$ cat src/rtl/add_sub_pkg.sv
// Shared definitions for the serial add/subtract sequencer.
//   add_sub_state_e : controller states (IDLE, RUN, DONE)
//   OP_ADD / OP_SUB : values of the mode bit m
//   NIBBLE_W        : width of the time-shared adder slice
package add_sub_pkg;

    typedef enum logic [1:0] {
        IDLE = 2'd0,
        RUN  = 2'd1,
        DONE = 2'd2
    } add_sub_state_e;

    localparam logic OP_ADD   = 1'b0;
    localparam logic OP_SUB   = 1'b1;
    localparam int   NIBBLE_W = 4;

endpackage

$ cat src/rtl/serial_add_sub_ctrl_if.sv
// Command/result bus of the serial add/subtract sequencer.
//   master : drives cmd_valid/cmd_m/cmd_a/cmd_b and res_ready
//   slave  : drives cmd_ready, res_valid/res_sum/res_carry/res_ovf, busy,
//            and dbg_state (current controller state, for observation only)
// Handshake rule for both channels: a transfer happens on a rising clock
// edge where valid and ready are both 1. The producer holds valid and its
// data stable until that edge; ready may be asserted independently of valid.
interface serial_add_sub_ctrl_if
    import add_sub_pkg::*;
#(
    parameter int NIBBLES = 4
);
    localparam int W = NIBBLE_W * NIBBLES;

    logic           cmd_valid;
    logic           cmd_ready;
    logic           cmd_m;
    logic [W-1:0]   cmd_a;
    logic [W-1:0]   cmd_b;
    logic           res_valid;
    logic           res_ready;
    logic [W-1:0]   res_sum;
    logic           res_carry;
    logic           res_ovf;
    logic           busy;
    add_sub_state_e dbg_state;

    modport master (
        output cmd_valid, cmd_m, cmd_a, cmd_b, res_ready,
        input  cmd_ready, res_valid, res_sum, res_carry, res_ovf, busy, dbg_state
    );

    modport slave (
        input  cmd_valid, cmd_m, cmd_a, cmd_b, res_ready,
        output cmd_ready, res_valid, res_sum, res_carry, res_ovf, busy, dbg_state
    );

endinterface

$ cat src/rtl/nibble_add_sub_slice.sv
// Combinational 4-bit adder slice used one nibble per cycle.
//   a_i, b_i : nibble operands (b_i already inverted by the caller for subtract)
//   cin_i    : carry in
//   sum_o    : 4-bit sum
//   cout_o   : carry out of bit 3
//   c3_o     : carry into bit 3 (for signed overflow on the top nibble)
module nibble_add_sub_slice
    import add_sub_pkg::*;
(
    input  logic [NIBBLE_W-1:0] a_i,
    input  logic [NIBBLE_W-1:0] b_i,
    input  logic                cin_i,
    output logic [NIBBLE_W-1:0] sum_o,
    output logic                cout_o,
    output logic                c3_o
);
    logic [3:0] low;
    logic [1:0] high;

    // Split at bit 3 so the carry into the sign bit is directly visible.
    assign low    = {1'b0, a_i[2:0]} + {1'b0, b_i[2:0]} + {3'b000, cin_i};
    assign c3_o   = low[3];
    assign high   = {1'b0, a_i[3]} + {1'b0, b_i[3]} + {1'b0, low[3]};
    assign sum_o  = {high[0], low[2:0]};
    assign cout_o = high[1];

endmodule

$ cat src/rtl/serial_add_sub_ctrl.sv
// Multi-precision add/subtract sequencer: pushes NIBBLES nibbles of two
// W-bit operands through one 4-bit slice, LSB nibble first, carrying
// between cycles in a register.
// Ports:
//   clk   : rising-edge clock
//   rst_n : synchronous active-low reset
//   bus   : serial_add_sub_ctrl_if.slave (command, result, busy, dbg_state)
// Build option: define ADD_SUB_OVF_EN to build signed-overflow detection;
// without it res_ovf is constant 0.
module serial_add_sub_ctrl
    import add_sub_pkg::*;
#(
    parameter int NIBBLES = 4
)(
    input  logic                  clk,
    input  logic                  rst_n,
    serial_add_sub_ctrl_if.slave  bus
);
    localparam int         W    = NIBBLE_W * NIBBLES;
    localparam logic [3:0] LAST = 4'(NIBBLES - 1);

    add_sub_state_e state_q, state_d;
    logic [3:0]     cnt_q, cnt_d;
    logic [W-1:0]   a_q, a_d;
    logic [W-1:0]   b_q, b_d;
    logic [W-1:0]   sum_q, sum_d;
    logic           m_q, m_d;
    logic           carry_q, carry_d;
    logic           res_valid_q, res_valid_d;

    logic [NIBBLE_W-1:0]   slice_b;
    logic [NIBBLE_W-1:0]   slice_sum;
    logic                  slice_cout;
    logic                  slice_c3;
    logic [W+NIBBLE_W-1:0] sum_cat;

    // Subtract is A + ~B + 1: invert B here, the +1 comes from carry_q = m.
    assign slice_b = b_q[NIBBLE_W-1:0] ^ {NIBBLE_W{m_q == OP_SUB}};
    // New nibble enters at the top; after NIBBLES shifts it lands in place.
    assign sum_cat = {slice_sum, sum_q};

    nibble_add_sub_slice u_slice (
        .a_i    (a_q[NIBBLE_W-1:0]),
        .b_i    (slice_b),
        .cin_i  (carry_q),
        .sum_o  (slice_sum),
        .cout_o (slice_cout),
        .c3_o   (slice_c3)
    );

    always_comb begin
        state_d = state_q;
        cnt_d   = cnt_q;
        a_d     = a_q;
        b_d     = b_q;
        sum_d   = sum_q;
        m_d     = m_q;
        carry_d = carry_q;
        case (state_q)
            IDLE: begin
                if (bus.cmd_valid) begin
                    a_d     = bus.cmd_a;
                    b_d     = bus.cmd_b;
                    m_d     = bus.cmd_m;
                    carry_d = bus.cmd_m;
                    cnt_d   = 4'd0;
                    state_d = RUN;
                end
            end
            RUN: begin
                a_d     = a_q >> NIBBLE_W;
                b_d     = b_q >> NIBBLE_W;
                sum_d   = sum_cat[W+NIBBLE_W-1:NIBBLE_W];
                carry_d = slice_cout;
                cnt_d   = cnt_q + 4'd1;
                if (cnt_q == LAST) begin
                    state_d = DONE;
                end
            end
            DONE: begin
                if (bus.res_ready) begin
                    state_d = IDLE;
                end
            end
            default: state_d = IDLE;
        endcase
        res_valid_d = (state_d == DONE);
    end

    always_ff @(posedge clk) begin
        if (!rst_n) begin
            state_q     <= IDLE;
            cnt_q       <= 4'd0;
            a_q         <= '0;
            b_q         <= '0;
            sum_q       <= '0;
            m_q         <= 1'b0;
            carry_q     <= 1'b0;
            res_valid_q <= 1'b0;
        end else begin
            state_q     <= state_d;
            cnt_q       <= cnt_d;
            a_q         <= a_d;
            b_q         <= b_d;
            sum_q       <= sum_d;
            m_q         <= m_d;
            carry_q     <= carry_d;
            res_valid_q <= res_valid_d;
        end
    end

`ifdef ADD_SUB_OVF_EN
    logic ovf_q, ovf_d;

    // Recomputed every RUN cycle; the value left after the last nibble is
    // the one from the top nibble, i.e. carry-in vs carry-out of the MSB.
    always_comb begin
        ovf_d = ovf_q;
        if (state_q == IDLE && bus.cmd_valid) begin
            ovf_d = 1'b0;
        end else if (state_q == RUN) begin
            ovf_d = slice_c3 ^ slice_cout;
        end
    end

    always_ff @(posedge clk) begin
        if (!rst_n) begin
            ovf_q <= 1'b0;
        end else begin
            ovf_q <= ovf_d;
        end
    end

    assign bus.res_ovf = ovf_q;
`else
    logic unused_c3;
    assign unused_c3   = slice_c3;
    assign bus.res_ovf = 1'b0;
`endif

    assign bus.cmd_ready = (state_q == IDLE);
    assign bus.busy      = (state_q != IDLE);
    assign bus.res_valid = res_valid_q;
    assign bus.res_sum   = sum_q;
    assign bus.res_carry = carry_q;
    assign bus.dbg_state = state_q;

endmodule

$ cat src/flat_wrapper.sv
// flat-port wrapper written by rule: the top's interface ports become plain ports
module serial_add_sub_ctrl_flat import add_sub_pkg::*;
#(
    parameter int NIBBLES = 4
)
  (clk, rst_n, bus_cmd_valid, bus_cmd_m, bus_cmd_a, bus_cmd_b, bus_res_ready, bus_cmd_ready, bus_res_valid, bus_res_sum, bus_res_carry, bus_res_ovf, bus_busy, bus_dbg_state);
  serial_add_sub_ctrl_if #(.NIBBLES(NIBBLES)) bus_i ();
  input  logic clk;
  input  logic rst_n;
  input wire logic [$bits(bus_i.cmd_valid)-1:0] bus_cmd_valid;
  input wire logic [$bits(bus_i.cmd_m)-1:0] bus_cmd_m;
  input wire logic [$bits(bus_i.cmd_a)-1:0] bus_cmd_a;
  input wire logic [$bits(bus_i.cmd_b)-1:0] bus_cmd_b;
  input wire logic [$bits(bus_i.res_ready)-1:0] bus_res_ready;
  output wire logic [$bits(bus_i.cmd_ready)-1:0] bus_cmd_ready;
  output wire logic [$bits(bus_i.res_valid)-1:0] bus_res_valid;
  output wire logic [$bits(bus_i.res_sum)-1:0] bus_res_sum;
  output wire logic [$bits(bus_i.res_carry)-1:0] bus_res_carry;
  output wire logic [$bits(bus_i.res_ovf)-1:0] bus_res_ovf;
  output wire logic [$bits(bus_i.busy)-1:0] bus_busy;
  output wire logic [$bits(bus_i.dbg_state)-1:0] bus_dbg_state;
  assign bus_i.cmd_valid = bus_cmd_valid;
  assign bus_i.cmd_m = bus_cmd_m;
  assign bus_i.cmd_a = bus_cmd_a;
  assign bus_i.cmd_b = bus_cmd_b;
  assign bus_i.res_ready = bus_res_ready;
  assign bus_cmd_ready = bus_i.cmd_ready;
  assign bus_res_valid = bus_i.res_valid;
  assign bus_res_sum = bus_i.res_sum;
  assign bus_res_carry = bus_i.res_carry;
  assign bus_res_ovf = bus_i.res_ovf;
  assign bus_busy = bus_i.busy;
  assign bus_dbg_state = bus_i.dbg_state;
  serial_add_sub_ctrl #(.NIBBLES(NIBBLES)) u_core (.clk(clk), .rst_n(rst_n), .bus(bus_i));
endmodule
$ cat config.mk
export PLATFORM = sky130hd
export DESIGN_NAME = serial_add_sub_ctrl_flat
export DESIGN_NICKNAME = d
export VERILOG_FILES = /design/src/rtl/add_sub_pkg.sv /design/src/rtl/serial_add_sub_ctrl_if.sv /design/src/rtl/nibble_add_sub_slice.sv /design/src/rtl/serial_add_sub_ctrl.sv /design/src/flat_wrapper.sv
export SDC_FILE = /design/constraint.sdc
export NUM_CORES = 1
export LEC_CHECK = 0
export BUFFER_PORTS_ARGS = -buffer_cell sky130_fd_sc_hd__clkbuf_2
export CAP_MARGIN = 20
export CORE_MARGIN = 2
export CORE_UTILIZATION = 40
export CTS_BUF_LIST = sky130_fd_sc_hd__clkbuf_4 sky130_fd_sc_hd__clkbuf_8 sky130_fd_sc_hd__clkbuf_16
export DETAILED_ROUTE_END_ITERATION = 6
export GPL_ROUTABILITY_DRIVEN = 0
export PLACE_DENSITY = 0.61
export SLEW_MARGIN = 20
export SYNTH_ARGS = -nofsm -noshare
export SYNTH_HDL_FRONTEND = slang
export SYNTH_HIERARCHICAL = 1
export SYNTH_SLANG_ARGS = --single-unit
$ cat constraint.sdc
create_clock -name clk -period 3.1 [get_ports clk]
set_clock_uncertainty 0.05 [all_clocks]
set_input_delay 0.31 -clock clk [delete_from_list [all_inputs] [get_ports clk]]
set_output_delay 0.31 -clock clk [all_outputs]
set_load 0.01 [all_outputs]
Yosys cells after proc, flatten, opt, wreduce, memory -nomap -nowiden. Cells that the tools add are included.

Register bits after elaboration: 57. Latch bits: 0. RAM bits: 0. ROM bits: 0. Input port bits: 37. Output and inout port bits: 23. Word-level logic and storage cells: 36. Memories: 0.

Add/sub/neg operators: 5. Multipliers: 0. Divide/modulo/power cells: 0. Magnitude comparators: 0. Eq/ne operators: 5. Shifts and indexed selects: 0. Mux-type cells: 12. Bitwise operators: 1. Reduce and logical (&&, ||, !) cells: 5.

Operators with widths (count): $pmux W16 S2 (2); $mux W16 (2); $pmux W4 S2 (1); $mux W2 (3); $pmux W2 S3 (1); $add A3 B3 Y4 (1); $add A4 B1 Y4 (1); $add A4 B1 Y4 const B (1); $eq A2 B2 Y1 const B (2); $eq A4 B2 Y1 const B (1); $mux W4 (1); $reduce_and A2 Y1 (2); $reduce_bool A2 Y1 (2); $xor A4 B4 Y4 (1); $add A1 B1 Y2 (1); $add A2 B1 Y2 (1); $eq A2 B1 Y1 const B (1); $logic_not A2 Y1 (1); $ne A2 B2 Y1 const B (1); $pmux W1 S2 (1); $mux W1 (1).

Depth between registers and ports, before layout.
Depth after elaboration: 5. Mapped depth: 10. Mapped depth without buffers: 9.

Cells and area by module. The synthesis kept the hierarchy.

By module, submodules not included: serial_add_sub_ctrl (instances 1, cells an instance 283, area each 2497.4 µm², seq. area each 1141.1 µm²); nibble_add_sub_slice (instances 1, cells an instance 21, area each 156.4 µm², seq. area each 0.0 µm²).

Least setup slack after synthesis. Ideal clock, no wire load.

Path kind: reg-to-reg. From: reg u_core.m_q. To: reg u_core.carry_q, in the netlist u_core/bus.res_carry. Setup time: 59 ps. Arrival: 2071 ps. Required time: 2991 ps. Path slack: 920 ps. Stages on the path, launching flop included: 11. Path buffers: 1. Clock period less this slack: 2180 ps. Cells stage by stage: dfxtp_1 -> clkbuf_1 -> xor2_1 -> inv_1 -> fa_1 -> o21a_1 -> fa_1 -> inv_1 -> nor2b_1 -> a21oi_1 -> o221a_2.

Cells in the longest elaborated chain, start to end: 5. Elaborated cells on any way between the ends: 6. Classes of those cells: add/sub: 4; mux: 1; bitwise: 1.

Ends and longest elaborated chain: start, declared (RTL line serial_add_sub_ctrl.sv:27) `logic m_q, m_d;`; start signal, assigned (RTL line serial_add_sub_ctrl.sv:106) `m_q <= m_d;`; $xor A4 B4 Y4 (RTL line serial_add_sub_ctrl.sv:38) `assign slice_b = b_q[NIBBLE_W-1:0] ^ {NIBBLE_W{m_q == OP_SUB}};`; via u_core.slice_b[0] (RTL line serial_add_sub_ctrl.sv:31) `logic [NIBBLE_W-1:0] slice_b;`; $add A3 B3 Y4 (RTL line nibble_add_sub_slice.sv:21) `assign low = {1'b0, a_i[2:0]} + {1'b0, b_i[2:0]} + {3'b000, cin_i};`; $add A4 B1 Y4 (RTL line nibble_add_sub_slice.sv:21); $add A2 B1 Y2 (RTL line nibble_add_sub_slice.sv:23) `assign high = {1'b0, a_i[3]} + {1'b0, b_i[3]} + {1'b0, low[3]};`; via u_core.slice_cout (RTL line serial_add_sub_ctrl.sv:33) `logic slice_cout;`; $pmux W1 S2 (RTL line serial_add_sub_ctrl.sv:59) `case (state_q)`; end signal, assigned (RTL line serial_add_sub_ctrl.sv:107) `carry_q <= carry_d;`; end, declared (RTL line serial_add_sub_ctrl.sv:28) `logic carry_q, carry_d;`.

The timed path passes the listed nets, and every way through them passes these cells. A chain may end at the register's enable or synchronous reset.

Worst setup path after layout. Same ends and word-level chain as after synthesis.

==> metrics.txt <==
Hold Path Class=in2reg; total track usage=~17%; critical path startpoint category=register; Max Cap Viol=0; first-pass GRT wire length=~10 mm; DRT Pass-1 Iters=4; PD cells=580 nW/um2; vias in the first global route=2167; remaining antenna violation count=0; Period minus WS final=between 2 and 2.5 ns; layout cells sized above 1=a little under a third; Worst Tran Pin Value=1.00 ns; initial antenna violation count=0; Setup-failing EPs final=0; Crit path arrival time=2.40 ns; diode count=0; full die area=7290 um2; Worst Path Max Fanout=5; IO Pins=60; Final TNS setup=0 ns; HPWL Detailed=~3.8 mm; Slew Limit Fails=0; hold buffers post-CTS=0; CTS Root Cell=clkbuf_8; initial core utilization=approximately two fifths; max_slew headroom=roughly 33%; placed insts=approximately 420; Die X=between 80 and 90 um; Placeable Area=between 6000 and 7000 um2; Final Hold Fails=0; die height=between 80 and 90 um; Peak VDD IR=between 300 and 400 uV; GR Overflow Total=0; TritonCTS clock tree=yes; CP Capture Type=register; commonest non-fill, non-tap cell in the layout=clkbuf_2; cell area after synthesis=2650 um2; outcome=finished, final reports clean; crit path kind=reg2reg; PortBufs=58; row count=29; Hold WS=about 0.16 ns; drt initial violations=between 90 and 100; synth-to-layout area growth=17.7%; final net count=approximately 390; Pleak=about 1.4 nW; Critical Path RT=between 3 and 4 ns; synthesized net count=roughly 350; TritonCTS Sinks=57; wire per inst=13.3 um; core utilization of the finished layout=48.8%; most frequent cells in the layout=58 x clkbuf_2, 56 x dfxtp_1, 44 x a21oi_1; Post-CTS Setup Bufs=0; Final period util=70.1%; Synth Warn #=6; post-synthesis instance total=303; Residual DRC=0; largest net degree at the start of global routing=54; worst skew pair latency=about 0.33 ns; clock slew at reported path FFs=~0.070 ns; cts bufs inserted=9; Fillers=about 640; # H-tree levels=3; post-DR vias/cell=between 5 and 6; unrepaired setup endpoints after global routing=no; final std cells w/o fill=about 430; syn_area_per_cell=around 9 um2; cts repair resizes=0; Max Fclk=460 MHz; Detailed Route WL=approximately 5.7 mm; clock tree buffer depth=2; via count=2172
[power breakdown]
group          internal [mW]  switching (mW)
Combinational          0.120           0.135
Clock                  0.445           0.299
Sequential             0.780          0.0315
Total                   1.34           0.465
[stage by stage]
step / cell area (um2) / power, mW / setup slack [ns]
6_report: 3120 / 1.81 / 0.926
5_1_grt: 3120 / 1.91 / 0.757
4_1_cts: 3120 / 1.83 / 0.906
3_5_place_dp: 2910 / 1.09 / 0.923
3_3_place_gp: 2910 / 1.08 / 0.979
2_1_floorplan: 2650 / 1.02 / 0.937
[critical path: stages (launching register included)]
cell	delay, ns
dfxtp_1	0.44
xor2_1	0.17
inv_1	0.07
fa_1	0.44
o21a_1	0.21
fa_1	0.35
inv_1	0.06
nor2b_1	0.04
a21oi_1	0.11
o221a_2	0.19
[per-layer routing]
metal / track usage (%) / routed length [um] / up-vias
met1: 21.5 / 2840 / 997
met5: 0 / 0 / -
met2: 26.8 / 2620 / 34
met3: 3.79 / 205 / 7
li1: - / - / 1134
met4: 7.36 / 77 / 0
[final cells by class]
class / count / area [um2] / share of cell area [%]
multi-input combinational: 204 / 1280 / 41.1
sequential: 57 / 1140 / 36.6
timing repair buffer: 64 / 335 / 10.8
clock buffer: 9 / 124 / 3.97
tap: 77 / 96.3 / 3.09
clock inverter: 7 / 85.1 / 2.73
inverter: 14 / 52.6 / 1.69
[state kept, by name (all words and copies together) (netlist names)]
register and count:
u_core/bus.res_carry 1, u_core/bus.res_valid 1, u_core/b_q 16, u_core/m_q 1, u_core/bus.res_sum 16, u_core/a_q 16
u_core/bus.dbg_state 2, u_core/cnt_q 4
[worst paths after layout]
| check | slack, ns | end | cells past startpoint | from |
|---|---|---|---|---|
| setup reg to reg | 0.93 | u_core/bus.res_carry | 9 | u_core/m_q |
| hold reg to reg | 0.41 | u_core/bus.res_sum[1] | 2 | u_core/bus.res_sum[1] |
| setup / recovery | 0.93 | u_core/bus.res_carry | 9 | u_core/m_q |
| hold / removal | 0.16 | u_core/b_q[12] | 3 | bus_cmd_b[12] |
(Power assumes the default switching activity.)
